==> src/rtl/arb_pkg.sv <==
// Shared definitions for the decoder grant arbiter.
//   state_t  : arbiter FSM states (IDLE, GRANTED, GAP)
//   NUM_REQ  : number of requesters (decoder outputs Y7..Y0)
//   IDX_W    : decoder address width (A, B, C)
//   CNT_W    : width of the optional hold counter
package arb_pkg;

  localparam int NUM_REQ = 8;
  localparam int IDX_W   = 3;
  localparam int CNT_W   = 8;

  typedef enum logic [1:0] {
    IDLE    = 2'd0,
    GRANTED = 2'd1,
    GAP     = 2'd2
  } state_t;

endpackage

==> src/rtl/sel_decode_3to8.sv <==
// Purely combinational 3-to-8 decoder with enable, modelling the shared
// decode/select path driven by the arbiter.
// Ports:
//   a, b, c : address bits, output index is {a,b,c} (a is the MSB)
//   en      : enable; with en low every output is low
//   y[7:0]  : one-hot select, y = en ? (1 << {a,b,c}) : 8'h00
module sel_decode_3to8
  import arb_pkg::*;
(
  input  logic               a,
  input  logic               b,
  input  logic               c,
  input  logic               en,
  output logic [NUM_REQ-1:0] y
);

  logic [IDX_W-1:0] addr;

  assign addr = {a, b, c};

  genvar gi;
  generate
    for (gi = 0; gi < NUM_REQ; gi++) begin : g_out
      assign y[gi] = en && (addr == IDX_W'(gi));
    end
  endgenerate

endmodule

==> src/rtl/decoder_grant_arbiter.sv <==
// 8-way round-robin arbiter sharing one 3-to-8 decoded select.
// Drives the decoder address/enable and the resulting one-hot select, and
// guarantees at least one all-low select cycle after every release.
//
// Optional feature: define ARB_TIMEOUT_EN to add a hold counter that forces
// a release after HOLD_MAX cycles without done and pulses timeout.
//
// Parameters:
//   HOLD_MAX   : max grant length without done (timeout build only), 1..255
// Ports:
//   clk        : clock, all state updates on the rising edge
//   reset      : synchronous active-high reset
//   req[7:0]   : request vector, bit i = requester i
//   done       : release strobe from the current grantee
//   gnt_idx    : decoder address {A,B,C}
//   gnt_en     : decoder enable, high exactly while a grant is active
//   gnt_onehot : gnt_en ? (1 << gnt_idx) : 0
//   busy       : high in GRANTED (same as gnt_en)
//   timeout    : one-cycle pulse on the first GAP cycle after a forced release
module decoder_grant_arbiter
  import arb_pkg::*;
#(
  parameter int HOLD_MAX = 15
) (
  input  logic               clk,
  input  logic               reset,
  input  logic [NUM_REQ-1:0] req,
  input  logic               done,
  output logic [IDX_W-1:0]   gnt_idx,
  output logic               gnt_en,
  output logic [NUM_REQ-1:0] gnt_onehot,
  output logic               busy,
  output logic               timeout
);

  generate
    if (HOLD_MAX < 1 || HOLD_MAX > 255) begin : g_bad_hold_max
      $error("HOLD_MAX must be in 1..255");
    end
  endgenerate

  // Round-robin winner: rotate req so that bit 0 holds requester ptr+1,
  // take the lowest set bit, then undo the rotation. The 3-bit adds wrap
  // modulo 8 by construction.
  function automatic logic [IDX_W-1:0] pick_winner(
    input logic [NUM_REQ-1:0] r,
    input logic [IDX_W-1:0]   p
  );
    logic [2*NUM_REQ-1:0] dbl;
    logic [NUM_REQ-1:0]   rot;
    logic [IDX_W-1:0]     start;
    logic [IDX_W-1:0]     off;
    start = p + 1'b1;
    dbl   = {r, r};
    rot   = dbl[start +: NUM_REQ];
    off   = '0;
    for (int i = NUM_REQ - 1; i >= 0; i--) begin
      if (rot[i]) off = IDX_W'(i);
    end
    return start + off;
  endfunction

  state_t           state_reg, state_next;
  logic [IDX_W-1:0] ptr_reg;
  logic [IDX_W-1:0] idx_reg;
  logic [IDX_W-1:0] winner;
  logic             arb_win;
  logic             hold_expired;
  logic             release_now;

  assign winner = pick_winner(req, ptr_reg);

  // IDLE and GAP arbitrate identically; only the preceding history differs.
  assign arb_win = (state_reg != GRANTED) && (|req);

`ifdef ARB_TIMEOUT_EN
  logic [CNT_W-1:0] cnt_reg;
  logic             timeout_reg;

  // cnt_reg counts completed GRANTED cycles, so the limit is reached while
  // the grant is in its HOLD_MAX-th cycle.
  assign hold_expired = (state_reg == GRANTED) && (cnt_reg == CNT_W'(HOLD_MAX - 1));

  always_ff @(posedge clk) begin
    if (reset) begin
      cnt_reg     <= '0;
      timeout_reg <= 1'b0;
    end else begin
      // done wins over a coinciding limit: no pulse in that case.
      timeout_reg <= hold_expired && !done;
      if (arb_win) begin
        cnt_reg <= '0;
      end else if (state_reg == GRANTED && !release_now) begin
        cnt_reg <= cnt_reg + 1'b1;
      end
    end
  end

  assign timeout = timeout_reg;
`else
  assign hold_expired = 1'b0;
  assign timeout      = 1'b0;
`endif

  assign release_now = (state_reg == GRANTED) && (done || hold_expired);

  // State register and grant datapath.
  always_ff @(posedge clk) begin
    if (reset) begin
      state_reg <= IDLE;
      ptr_reg   <= 3'd7;
      idx_reg   <= 3'd0;
    end else begin
      state_reg <= state_next;
      if (arb_win) begin
        idx_reg <= winner;
        ptr_reg <= winner;
      end
    end
  end

  // Next-state logic.
  always_comb begin
    state_next = state_reg;
    case (state_reg)
      IDLE, GAP: begin
        state_next = (|req) ? GRANTED : IDLE;
      end
      GRANTED: begin
        if (release_now) state_next = GAP;
      end
      default: state_next = IDLE;
    endcase
  end

  // Outputs decoded from registered state only, so they move on edges.
  always_comb begin
    gnt_en  = (state_reg == GRANTED);
    busy    = (state_reg == GRANTED);
    gnt_idx = idx_reg;
  end

  sel_decode_3to8 u_sel_decode (
    .a  (idx_reg[2]),
    .b  (idx_reg[1]),
    .c  (idx_reg[0]),
    .en (gnt_en),
    .y  (gnt_onehot)
  );

endmodule

==> config.mk <==
export PLATFORM = sky130hd
export DESIGN_NAME = decoder_grant_arbiter
export DESIGN_NICKNAME = d
export VERILOG_FILES = /design/src/rtl/arb_pkg.sv /design/src/rtl/sel_decode_3to8.sv /design/src/rtl/decoder_grant_arbiter.sv
export SDC_FILE = /design/constraint.sdc
export NUM_CORES = 1
export LEC_CHECK = 0
export CAP_MARGIN = 20
export CORE_UTILIZATION = 35
export CTS_BUF_LIST = sky130_fd_sc_hd__clkbuf_8
export DETAILED_ROUTE_END_ITERATION = 10
export PLACE_DENSITY = 0.6
export RECOVER_POWER = 50
export SLEW_MARGIN = 20
export SYNTH_ARGS = -nofsm -noshare
export SYNTH_HDL_FRONTEND = slang
export SYNTH_HIERARCHICAL = 1
export SYNTH_SLANG_ARGS = --single-unit
==> constraint.sdc <==
create_clock -name clk -period 4 [get_ports clk]
set_clock_uncertainty 0.05 [all_clocks]
set_input_delay 0.8 -clock clk [delete_from_list [all_inputs] [get_ports clk]]
set_output_delay 0.8 -clock clk [all_outputs]
set_load 0.1 [all_outputs]
==> Word-level counts from Yosys, hierarchy flattened <==
Index checks and enable logic that the tools add are counted.
{ "word_totals": {"regBits": 8, "input_bits": 11} }
{ "classes": {"add_sub_neg": 2, "eq_ne": 11, "shift": 1, "muxes": 11, "reduce_logical": 14} }
{ "op_table": {"columns": ["cell", "n"], "rows": [
  ["3-bit two-way mux", 8],
  ["16-bit by 4-bit variable part select with 8-bit output", 1],
  ["3-bit == test (second input constant)", 4],
  ["1-bit logical AND", 10],
  ["8-bit OR reduction", 1],
  ["3-bit by 2-bit == test with 1-bit output (second input constant)", 2],
  ["2-bit one-hot mux with 2 select lines", 1],
  ["3-bit by 1-bit adder with 3-bit output (second input constant)", 1],
  ["3-bit adder", 1],
  ["3-bit by 1-bit == test with 1-bit output (second input constant)", 1],
  ["3-bit logical NOT", 1],
  ["2-bit by 1-bit == test with 1-bit output (second input constant)", 1],
  ["2-bit == test (second input constant)", 1],
  ["2-bit logical NOT", 1],
  ["2-bit two-way mux", 1],
  ["2-bit by 1-bit inequality test with 1-bit output (second input constant)", 1],
  ["2-bit inequality test (second input constant)", 1],
  ["2-bit OR reduction", 1],
  ["1-bit two-way mux", 1]
]} }

==> Logic depth before layout (Yosys ltp) <==
{ "logic_depth": {"ltp_word": 11, "depth_mapped": 16, "depth_no_buf": 14} }

==> Modules after synthesis <==
The synthesis kept the hierarchy.
{ "by_module_without_submodules": {"columns": ["mod", "n_inst", "cells_each", "area_per_inst_um2"], "rows": [
  ["decoder_grant_arbiter", 1, 117, 944.7],
  ["sel_decode_3to8", 1, 8, 96.3]
]} }

==> Worst setup path before layout <==
Ideal clock, no wire load.
{ "synth_path": {"kind": "register -> output", "from": "register state_reg[1]", "to": "output port gnt_onehot[0]", "arrival_ns": 2.952, "setup_slack_ns": 0.198, "stages_incl_launch_ff": 4, "n_path_buf": 0, "cell_sequence": "dfxtp_1 > nand2b_1 > inv_1 > nor4b_2"} }
{ "synth_via": {"elab_chain_cells": 2} }
{ "synth_rtl": {"columns": ["element", "line_no", "text"], "rows": [
  ["start, declared", "decoder_grant_arbiter.sv:63", "state_t state_reg, state_next;"],
  ["start signal, assigned", "decoder_grant_arbiter.sv:114", "state_reg <= state_next;"],
  ["2-bit by 1-bit == test with 1-bit output", null, null],
  ["net busy", "decoder_grant_arbiter.sv:32", "output logic busy,"],
  ["1-bit logical AND", "sel_decode_3to8.sv:24", "assign y[gi] = en && (addr == IDX_W'(gi));"],
  ["end, declared", "decoder_grant_arbiter.sv:31", "output logic [NUM_REQ-1:0] gnt_onehot,"]
]} }
The timed path passes the listed nets, and every way through them passes these cells.

==> Worst setup path after layout <==
{ "layout_path": {"from": "input port req[6]", "to": "register ptr_reg[2]"} }
{ "layout_via": {"elab_chain_cells": 10, "word_cells_on_any_way": 12, "classes_between": "1 x add/sub; 1 x shift; 8 x mux; 2 x reduce/logical"} }
{ "layout_rtl": {"columns": ["element", "line_no", "text"], "rows": [
  ["start, declared", "decoder_grant_arbiter.sv:27", "input logic [NUM_REQ-1:0] req,"],
  ["16-bit by 4-bit variable part select with 8-bit output", "decoder_grant_arbiter.sv:55", "rot = dbl[start +: NUM_REQ];"],
  ["3-bit two-way mux (8 in series)", "decoder_grant_arbiter.sv:58", "if (rot[i]) off = IDX_W'(i);"],
  ["3-bit adder", "decoder_grant_arbiter.sv:60", "return start + off;"],
  ["end signal, assigned", "decoder_grant_arbiter.sv:117", "ptr_reg <= winner;"],
  ["end, declared", "decoder_grant_arbiter.sv:64", "logic [IDX_W-1:0] ptr_reg;"]
]} }
Parallel ways exist; a longest one is shown, timed or not.
A chain may end at the register's enable or synchronous reset.

==> results.sh <==
export IMPL_instances_no_fill=190
export IMPL_final_util_pct=49.4
export IMPL_crit_path_max_fanout=5
export IMPL_ys_warnings_count=6
export IMPL_cell_chain_critical_path="clkdlybuf4s50_1 -> mux2_2 -> o311ai_1 -> nand4_1 -> a211oi_2 -> a31o_2 -> ha_1 -> inv_1 -> fa_1 -> xor2_1 -> or3_1 -> a21boi_1 -> mux2i_1"
export IMPL_wl_per_cell_um=15.5
export IMPL_worstPathArrival_ns=4.04
export IMPL_post_cts_setup_buffer_count=0
export IMPL_min_delay_path_depth=2
export IMPL_clock_insertion_delay_worst_skew_ns=0.23
export IMPL_cts_root_buf="clkbuf_8"
export IMPL_synth_seq_cells=8
export IMPL_layout_nets=175
export IMPL_peakVddDrop_uv=473
export IMPL_setup_worst_path_class="primary input to flip-flop"
export IMPL_ff2ff_path_depth=14
export IMPL_timing_max_slew_rel_slack_pct=21.4
export IMPL_dp_final_hpwl_mm=2.32
export IMPL_yosysSeqAreaShare_pct=15.4
export IMPL_crit_path_max_incr_delay_ns=0.48
export IMPL_drt_vias_per_instance=5.83
export IMPL_synth_cells_most_frequent="12 x nor2_1, 8 x dfxtp_1, 8 x mux2i_1"
export IMPL_synth_distinct_cells=47
export IMPL_synth_most_common_cell="nor2_1"
export IMPL_required_ns=4.11
export IMPL_groute_layer_met1_usage_pct=25.6
export IMPL_ioPinCount=25
export IMPL_finalCritPeriodShare_pct=98.2
export IMPL_place_port_buffers=23
export IMPL_hold_end="ptr_reg[1]"
export IMPL_report_final_hold_viol_count=0
export IMPL_cts_reportedPaths_clkPinSlew_ns=0.04
export IMPL_synth_net_count=139
export IMPL_ctsHtreeMaxLevel=1
export IMPL_postSynth_asyncResetShare_pct=0
export IMPL_postSynthAreaPerCell_um2=8.33
export IMPL_holdCritStartpoint="ptr_reg[1]"
export IMPL_gp_routability_congestion=0.900
export IMPL_clock_sink_count=8
export IMPL_synth_main_ff_cell="dfxtp_1"
export IMPL_setup_violations_final=0
export IMPL_maximum_number_of_pins_on_one_net_before_global_route_repair=15
export IMPL_drt_drc_violations_left=0
export IMPL_floorplan_initialDensity_pct=37.4
export IMPL_routed_wirelength_mm=2.94
export IMPL_timing_rr_start="ptr_reg[0]"
export IMPL_die_area_um2=3200
export IMPL_detail_route_first_pass_iterations=4
export IMPL_synth_top_cells_by_area="dfxtp_1 15%, mux2i_1 7.7%, mux2_2 6.5%"
export IMPL_hold_buffers=0
export IMPL_status="complete, no violations"
export IMPL_width_of_the_die_um=56.5
export IMPL_powerDensity_nw_per_um2=860
export IMPL_hold_path_class="flip-flop to flip-flop"
export IMPL_synth_largest_type_area_fraction_pct=15.4
export IMPL_cts_tree="yes"
export IMPL_placedCellCount=187
export IMPL_dr_first_iter_drc_count=24
export IMPL_timing_critical_path_buf_inv=2
export IMPL_critical_path_top_delay_family="compound AO/OA/AOI/OAI gates"
export IMPL_cts_max_path_buffers=2
export IMPL_critical_path_endpoint_type="flip-flop"
export IMPL_synth_cells=125
export IMPL_reg2reg_slack_ns=0.26
export IMPL_antenna_cells=0
export IMPL_final_fill_count=282
export IMPL_grtUsageTotal_pct=19.7
export IMPL_placeableCoreArea_um2=2780
export IMPL_die_y_um=56.5
export IMPL_layout_area_overhead_vs_synth_pct=32.0
export IMPL_cts_repair_resize_count=0
export IMPL_grt_busiest_layer="met2"
export IMPL_use_met3_pct=2.07
export IMPL_grt_antenna_before_repair=0
export IMPL_post_synth_top_area_cell="dfxtp_1"
export IMPL_maxCapViolations=0
export IMPL_grt_first_pass_wirelength_mm=4.86
export IMPL_r2r_end="ptr_reg[2]"
export IMPL_timing_limited_maximum_frequency_ghz=0.255
export IMPL_first_global_vias=1038
export IMPL_grt_ovfl_total=0
export IMPL_synthesized_area_um2=1040
export IMPL_critical_path_slowest_cell="clkdlybuf4s50_1"
export IMPL_global_route_usage_met2_pct=31.3
export IMPL_number_of_enable_flip_flop_cells_after_synthesis=0
export IMPL_timing_max_transition_violations_final=0
export IMPL_startpoint_type="primary input"
export IMPL_power_leakage_nw=0.572
export IMPL_period_needed_ns=3.93
export IMPL_floorplan_rows=19
export IMPL_drtAntennaViolNets=0
export IMPL_cts_buffers_inserted=3
export IMPL_worstMarginPinSlew_ns=1.18
export IMPL_layout_drive_gt1_share_pct=23.3
export IMPL_routed_via_count=1108
## how the worst max path moves through the flow
stage,from,endpoint,slack [ns],depth (start not counted)
after global routing,req[6],ptr_reg[2],-0.006,13
final,req[6],ptr_reg[2],0.07,13
after global placement,req[6],ptr_reg[2],-0.10,13
after detailed placement,req[6],ptr_reg[2],-0.17,13
after CTS,req[6],ptr_reg[2],0.06,13
after floorplan,state_reg[1],gnt_onehot[0],0.20,3
## worst min-delay path, cell delays in order (launching register included)
cell      delay (ns)
dfxtp_1         0.33
o21ai_0         0.09
nand2b_1        0.07
## logic make-up (layout without fill, tap and decap cells)
logic type               after synthesis  in the layout  synth area share (%)
AO/OA/AOI/OAI                         33             33                  23.0
flip-flops                             8              8                  15.4
AND/OR/NAND/NOR                       45             45                  27.5
XOR/XNOR                               5              5                  4.21
adder cells (fa/ha/maj)                3              3                  4.33
multiplexers                          16             16                  18.5
other                                  1              1                 0.360
buffers and inverters                 14             48                  6.73
## cell type report
class / count / area (um2) / share of cell area [%]
multi-input combinational: 103 / 816 / 59.4
timing repair buffer: 38 / 292 / 21.2
sequential: 8 / 160 / 11.7
clock buffer: 3 / 41.3 / 3.01
tap: 31 / 38.8 / 2.82
inverter: 7 / 26.3 / 1.91
## where the power goes
group | internal [mW] | leakage, nW | total [mW] | switching (mW)
clock | 0.0651 | 0.0216 | 0.0962 | 0.0311
combinational | 0.387 | 0.484 | 0.946 | 0.560
sequential | 0.106 | 0.0665 | 0.139 | 0.0330
## layer usage
| metal | vias to the layer above | share of wire [%] |
|---|---|---|
| met3 | 7 | 3.3 |
| met4 | 0 | 2.3 |
| met5 | - | 0 |
| met1 | 524 | 44 |
| li1 | 546 | - |
| met2 | 31 | 51 |
## stage by stage
| stage | total power [mW] | setup WS (ns) | hold WS, ns | setup TNS (ns) | instance area [um2] |
|---|---|---|---|---|---|
| final | 1.18 | 0.0727 | 0.464 | 0 | 1370 |
| after global placement | 1.05 | -0.100 | 0.440 | -0.100 | 1360 |
| after floorplan | 0.853 | 0.198 | 0.419 | 0 | 1040 |
| after detailed placement | 1.07 | -0.166 | 0.457 | -0.166 | 1360 |
| after CTS | 1.17 | 0.0581 | 0.464 | 0 | 1400 |
| after global routing | 1.27 | -0.00580 | 0.493 | -0.00580 | 1370 |
## layout by cell type (no fill, tap or decap), types with 2 or more instances in the layout
cell / netlist / routed
o21ai_0: 7 / 7
and4bb_2: 3 / 3
ha_1: 2 / 2
xnor2_1: 3 / 3
a21oi_1: 6 / 6
mux2i_1: 8 / 8
mux2_2: 6 / 6
clkbuf_1: 2 / 9
xor2_1: 2 / 2
mux4_2: 2 / 2
nor2b_1: 5 / 5
and4b_2: 3 / 3
clkdlybuf4s50_1: 0 / 13
nor2_1: 12 / 12
a211oi_1: 4 / 3
clkbuf_8: 0 / 3
nand2_1: 5 / 5
o311ai_1: 0 / 3
nor3_1: 3 / 3
o22a_1: 2 / 2
nand2b_1: 4 / 4
buf_4: 2 / 14
inv_1: 7 / 7
dfxtp_1: 8 / 8
Note: power is estimated with default switching activity, not from simulation.
